**src/rtl/img_loader.sv**
```systemverilog
// img_loader: packs an R,G,B byte stream into 24-bit pixels and writes them
// linearly into the image BRAM that the 720p painter reads. One frame is
// loaded per start pulse; busy/done report progress to the top level.
//
// Optional build macro IMG_LOADER_CKSUM_EN adds an 8-bit cksum output. It
// holds the running modulo-256 sum of every byte accepted since the last
// start.
module img_loader #(
  parameter int IMG_WIDTH  = 200,
  parameter int IMG_HEIGHT = 112,
  parameter int ADDR_W     = 15
) (
  input  logic              clk_pix,
  input  logic              rst_n,
  input  logic              start,
  input  logic [7:0]        s_data,
  input  logic              s_valid,
  output logic              s_ready,
  output logic              we,
  output logic [ADDR_W-1:0] waddr,
  output logic [23:0]       wdata,
  output logic              busy,
`ifdef IMG_LOADER_CKSUM_EN
  output logic              done,
  output logic [7:0]        cksum
`else
  output logic              done
`endif
);

  localparam int              NUM_PIX  = IMG_WIDTH * IMG_HEIGHT;
  localparam logic [ADDR_W-1:0] LAST_PIX = ADDR_W'(NUM_PIX - 1);

  typedef enum logic [1:0] {
    ST_IDLE = 2'd0,
    ST_LOAD = 2'd1,
    ST_DONE = 2'd2
  } state_t;

  state_t            state_r;
  state_t            state_s;
  logic [1:0]        byte_idx_r;
  logic [ADDR_W-1:0] pix_cnt_r;
  logic [7:0]        red_r;
  logic [7:0]        green_r;
  logic              we_r;
  logic [ADDR_W-1:0] waddr_r;
  logic [23:0]       wdata_r;
  logic              accept_s;
  logic              last_s;
  logic              restart_s;
`ifdef IMG_LOADER_CKSUM_EN
  logic [7:0]        cksum_r;
`endif

  // A start pulse only matters outside LOAD; inside LOAD it is ignored.
  assign restart_s = start && (state_r != ST_LOAD);
  // Byte handshake; s_ready is a pure decode of the state register.
  assign accept_s  = s_valid && (state_r == ST_LOAD);
  // Blue byte of the final pixel ends the frame.
  assign last_s    = accept_s && (byte_idx_r == 2'd2) && (pix_cnt_r == LAST_PIX);

  // State register.
  always_ff @(posedge clk_pix or negedge rst_n) begin
    if (!rst_n) begin
      state_r <= ST_IDLE;
    end else begin
      state_r <= state_s;
    end
  end

  // Next-state logic and state-decoded status outputs.
  always_comb begin
    state_s = state_r;
    s_ready = 1'b0;
    busy    = 1'b0;
    done    = 1'b0;
    case (state_r)
      ST_IDLE: begin
        if (start) begin
          state_s = ST_LOAD;
        end else begin
          state_s = ST_IDLE;
        end
      end
      ST_LOAD: begin
        s_ready = 1'b1;
        busy    = 1'b1;
        if (last_s) begin
          state_s = ST_DONE;
        end else begin
          state_s = ST_LOAD;
        end
      end
      ST_DONE: begin
        done = 1'b1;
        if (start) begin
          state_s = ST_LOAD;
        end else begin
          state_s = ST_DONE;
        end
      end
      default: begin
        state_s = ST_IDLE;
      end
    endcase
  end

  // Byte packing, pixel counter and the registered BRAM write port.
  always_ff @(posedge clk_pix or negedge rst_n) begin
    if (!rst_n) begin
      byte_idx_r <= 2'd0;
      pix_cnt_r  <= '0;
      red_r      <= 8'd0;
      green_r    <= 8'd0;
      we_r       <= 1'b0;
      waddr_r    <= '0;
      wdata_r    <= 24'd0;
    end else begin
      we_r <= 1'b0;
      if (restart_s) begin
        // Fresh frame: no partial pixel may leak from a previous run.
        byte_idx_r <= 2'd0;
        pix_cnt_r  <= '0;
        red_r      <= 8'd0;
        green_r    <= 8'd0;
      end else if (accept_s) begin
        case (byte_idx_r)
          2'd0: begin
            red_r      <= s_data;
            byte_idx_r <= 2'd1;
          end
          2'd1: begin
            green_r    <= s_data;
            byte_idx_r <= 2'd2;
          end
          2'd2: begin
            we_r       <= 1'b1;
            waddr_r    <= pix_cnt_r;
            wdata_r    <= {red_r, green_r, s_data};
            pix_cnt_r  <= pix_cnt_r + {{(ADDR_W-1){1'b0}}, 1'b1};
            byte_idx_r <= 2'd0;
          end
          default: begin
            byte_idx_r <= 2'd0;
          end
        endcase
      end
    end
  end

`ifdef IMG_LOADER_CKSUM_EN
  // Running modulo-256 byte sum, cleared whenever a new frame starts.
  always_ff @(posedge clk_pix or negedge rst_n) begin
    if (!rst_n) begin
      cksum_r <= 8'd0;
    end else if (restart_s) begin
      cksum_r <= 8'd0;
    end else if (accept_s) begin
      cksum_r <= cksum_r + s_data;
    end
  end

  assign cksum = cksum_r;
`endif

  assign we    = we_r;
  assign waddr = waddr_r;
  assign wdata = wdata_r;

endmodule
```
**config.mk**
```make
export PLATFORM = sky130hd
export DESIGN_NAME = img_loader
export DESIGN_NICKNAME = d
export VERILOG_FILES = /design/src/rtl/img_loader.sv
export SDC_FILE = /design/constraint.sdc
export NUM_CORES = 1
export LEC_CHECK = 0
export BUFFER_PORTS_ARGS = -buffer_cell sky130_fd_sc_hd__buf_2
export CAP_MARGIN = 40
export CORE_ASPECT_RATIO = 1.5
export CORE_UTILIZATION = 50
export CTS_CLUSTER_DIAMETER = 60
export DETAILED_ROUTE_END_ITERATION = 12
export PLACE_DENSITY = 0.79
export SLEW_MARGIN = 10
export SYNTH_ARGS = -nofsm -noshare
export SYNTH_HDL_FRONTEND = slang
export SYNTH_SLANG_ARGS = --single-unit
export TNS_END_PERCENT = 20
```
**constraint.sdc**
```tcl
create_clock -name clk_pix -period 1.3 [get_ports clk_pix]
set_input_delay 0.26 -clock clk_pix [delete_from_list [all_inputs] [get_ports clk_pix]]
set_output_delay 0.26 -clock clk_pix [all_outputs]
set_load 0.01 [all_outputs]
```
==> impl_metrics.ini <==
[status]
status = complete, but fails checks
violations = setup timing

[worst_setup_path]
r2r_start = state_r[1]$_DFF_PN0_
worstPathRequired_ps = 1540
worstPathArrival_ps = 1780
crit_slowest_cell = dfrtp_1
cp_cell_sequence = nand2b_4 > inv_6 > buf_12 > nand3_4 > buf_16 > mux2_4
startpoint = state_r[1]$_DFF_PN0_
crit_end = wdata[0]$_DFFE_PN0P_
critPathKind = reg2reg
r2r-end = wdata[0]$_DFFE_PN0P_
crit_path_end_kind = register
start_kind = register
cp_max_fo = 11
worstRegToRegCells = 6
reg2reg_setup_slack_ps = -240
max_stage_delay_ps = 400

[global_route]
grt_most_used_layer = met2
grt_pass1_vias = 2563
antenna_found_initial = 0
grt_util_all_layers = 0.242
gr-usage-met3 = 0.0543
grtUsageMet1 = 0.272
grt_max_degree = 32
grt_pass1_wl_um = 12000
gr-total-overflow = 0
use_met2 = 0.417

[yosys]
synthFlopType = dfrtp_1
synthArstFlopShare = 1.00
synth_fa_ha_area_frac = 0.00386
synth_nets = 263
synth_edf_count = 0
synth_top_area_share = 0.578
yosys-mux-area-fraction = 0.182
synth_xor_area_frac = 0.0189
synth_top_family_by_area = multiplexers
syn_area_um2 = 3240
synth.area.top_cells = dfrtp_1 (58%), mux2_2 (11%), mux2i_1 (5.9%)
synth_common_cells = dfrtp_1 (75), mux2_2 (33), nor2_1 (29), mux2i_1 (19), nand2_1 (13)
synth_warnings = 0
seq_area_frac_synth = 0.578
synth-compound-area-share = 0.0428
yosys.area_share.simple = 0.133
yosysTopAreaCell = dfrtp_1
synth_most_common_cell = dfrtp_1
syn_inst = 250
synth_cell_types = 45
syn_avg_cell_area_um2 = 13.0
ys_seq_elements = 75

[floorplanning]
num_io_pins = 55
core_um2 = 6220
num_rows = 35
die_h_um = 101
start_util = 0.522
die-area_um2 = 6820
die_w_um = 67.8

[timing]
final_max_slew_viol_count = 0
fin_crit_sh = 1.18
worst_pin_slew_ps = 323
max_freq_mhz = 651
fin_crit_ps = 1540
final_hold_viol_count = 0
timing.slew.headroom = 0.784
worst_slack_ps = -236
rsz0062_at_grt = true
setup_viol = 78
fin_worst_skew_ps = 5.17
hold_slack_ps = 163

[cts]
clkSlewWorstSetupHoldPaths_ps = 80
cts_root_buffer = clkbuf_8
clock_sinks = 75
htree_levels = 3
clock_path_buffers = 2
cts_tree = done
clock_latency_ps = 350
cts_buffers = 9

[finish]
area_growth_pct = 37.2
nets = 370
fill_cells = 413
multi_input_area_um2 = 1380
drive_gt1_frac = 0.517
seqCellArea_um2 = 1880
diodes = 0

[routing]
vias_per_cell = 5.54
ant_nets = 0
wirelength_um = 7770
drcViolationCount = 0
first_pass_iters = 4
drt_iter0_markers = 154
vias = 2417
wl_per_cell_um = 17.8

[power_and_ir_drop]
p_leak_nw = 2.28
cellPowerDensity_nw_per_um2 = 1880
ir_worst_vdd_mv = 1.47

[run]
maxCapViolations = 0

[placed_design]
io_buffer_count = 54
dpl.hpwl_um = 4690
place_ws_ps = -175
place.gp.congestion = 0.809

[worst_hold_path]
hold_path_class = in2reg
## repair_timing
action | 4_1_cts | 5_1_grt
gates resized for setup | 28 | 13
endpoints found under the setup margin | 77 | 78
endpoints found under the hold margin | 17 | 0
pin swaps | 11 | 11
setup buffers | 9 | 7
gates cloned | 1 | 0
hold buffers | 1 | 0
## per-layer routing
metal / part of all wire / routed length, um
met5: 0 / 0
met4: 0.024 / 183
met3: 0.043 / 333
met2: 0.54 / 4210
met1: 0.39 / 3040
## cell type report
| type | instances | area share |
|---|---|---|
| multi-input combinational | 156 | 0.309 |
| inverter | 6 | 0.00618 |
| clock inverter | 6 | 0.0253 |
| tap | 74 | 0.0208 |
| sequential | 75 | 0.422 |
| timing repair buffer | 109 | 0.186 |
| clock buffer | 10 | 0.0309 |
## how the worst min path moves through the flow
stage / cells after the start / start / to / slack (ps)
2_1_floorplan: 0 / rst_n / byte_idx_r[0]$_DFFE_PN0P_ / -40
3_3_place_gp: 1 / rst_n / waddr[13]$_DFFE_PN0P_ / 160
3_5_place_dp: 1 / rst_n / waddr[2]$_DFFE_PN0P_ / 160
4_1_cts: 2 / s_data[3] / wdata[3]$_DFFE_PN0P_ / 150
5_1_grt: 2 / s_data[3] / wdata[3]$_DFFE_PN0P_ / 160
6_report: 2 / s_data[3] / wdata[3]$_DFFE_PN0P_ / 160
## logic make-up (layout without fill, tap and decap cells)
logic type	Yosys count	count (layout)
and+or+nand+nor	73	73
muxes	54	54
AOI/OAI and AO/OA	21	21
DFF	75	75
adders and majority gates	1	1
buffers and inverters	19	131
xor gates and xnor gates	7	7
## stage by stage
step | utilization | cell area (um^2) | power (mW) | instances | setup TNS (ps)
finish | 0.716 | 4450 | 8.38 | 436 | -13290
detailed placement | 0.620 | 3850 | 5.90 | 403 | -8560
global route | 0.716 | 4450 | 8.80 | 436 | -17920
floorplan | - | 3290 | 4.94 | 250 | -2510
global placement | 0.620 | 3850 | 5.78 | 403 | -6950
CTS | 0.695 | 4320 | 8.31 | 429 | -9510
## worst max-delay path: cells and delay by family (launching register included)
kind,cells,cell delay [ps]
buf+inv,3,380
simple gates,2,330
mux,1,300
flops,1,400
## placed cells by master, fill, tap and decap left out, types with 2 or more instances in the layout
| cell | Yosys | layout |
|---|---|---|
| dfrtp_1 | 75 | 75 |
| buf_2 | 4 | 51 |
| buf_4 | 4 | 37 |
| mux2_2 | 33 | 31 |
| nor2_1 | 29 | 28 |
| mux2i_1 | 19 | 17 |
| buf_6 | 4 | 14 |
| nand2_1 | 13 | 12 |
| clkbuf_8 | 1 | 10 |
| nand4_1 | 7 | 7 |
| inv_1 | 5 | 5 |
| buf_12 | 0 | 5 |
| mux2_4 | 2 | 4 |
| nor4_4 | 1 | 4 |
| a21oi_1 | 4 | 4 |
| nor3_4 | 0 | 4 |
| a31o_2 | 3 | 3 |
| xnor2_1 | 4 | 3 |
| xor2_1 | 3 | 3 |
| o21ai_1 | 0 | 3 |
| bufinv_16 | 0 | 3 |
| a21o_1 | 2 | 2 |
| o21ai_0 | 6 | 2 |
| clkinv_4 | 0 | 2 |
## state kept, by name, summed over array words and instances, names as in the netlist
name / count
we: 1
wdata: 24
green_r: 8
red_r: 8
waddr: 15
state_r: 2
byte_idx_r: 2
pix_cnt_r: 15
## power breakdown
group	leakage (nW)	switching, mW	internal (mW)	total (mW)
logic	1.18	1.21	1.42	2.63
clock network	0.126	0.887	1.33	2.22
registers	0.973	0.452	3.08	3.54
No activity file was read; power rests on OpenSTA's default activity.
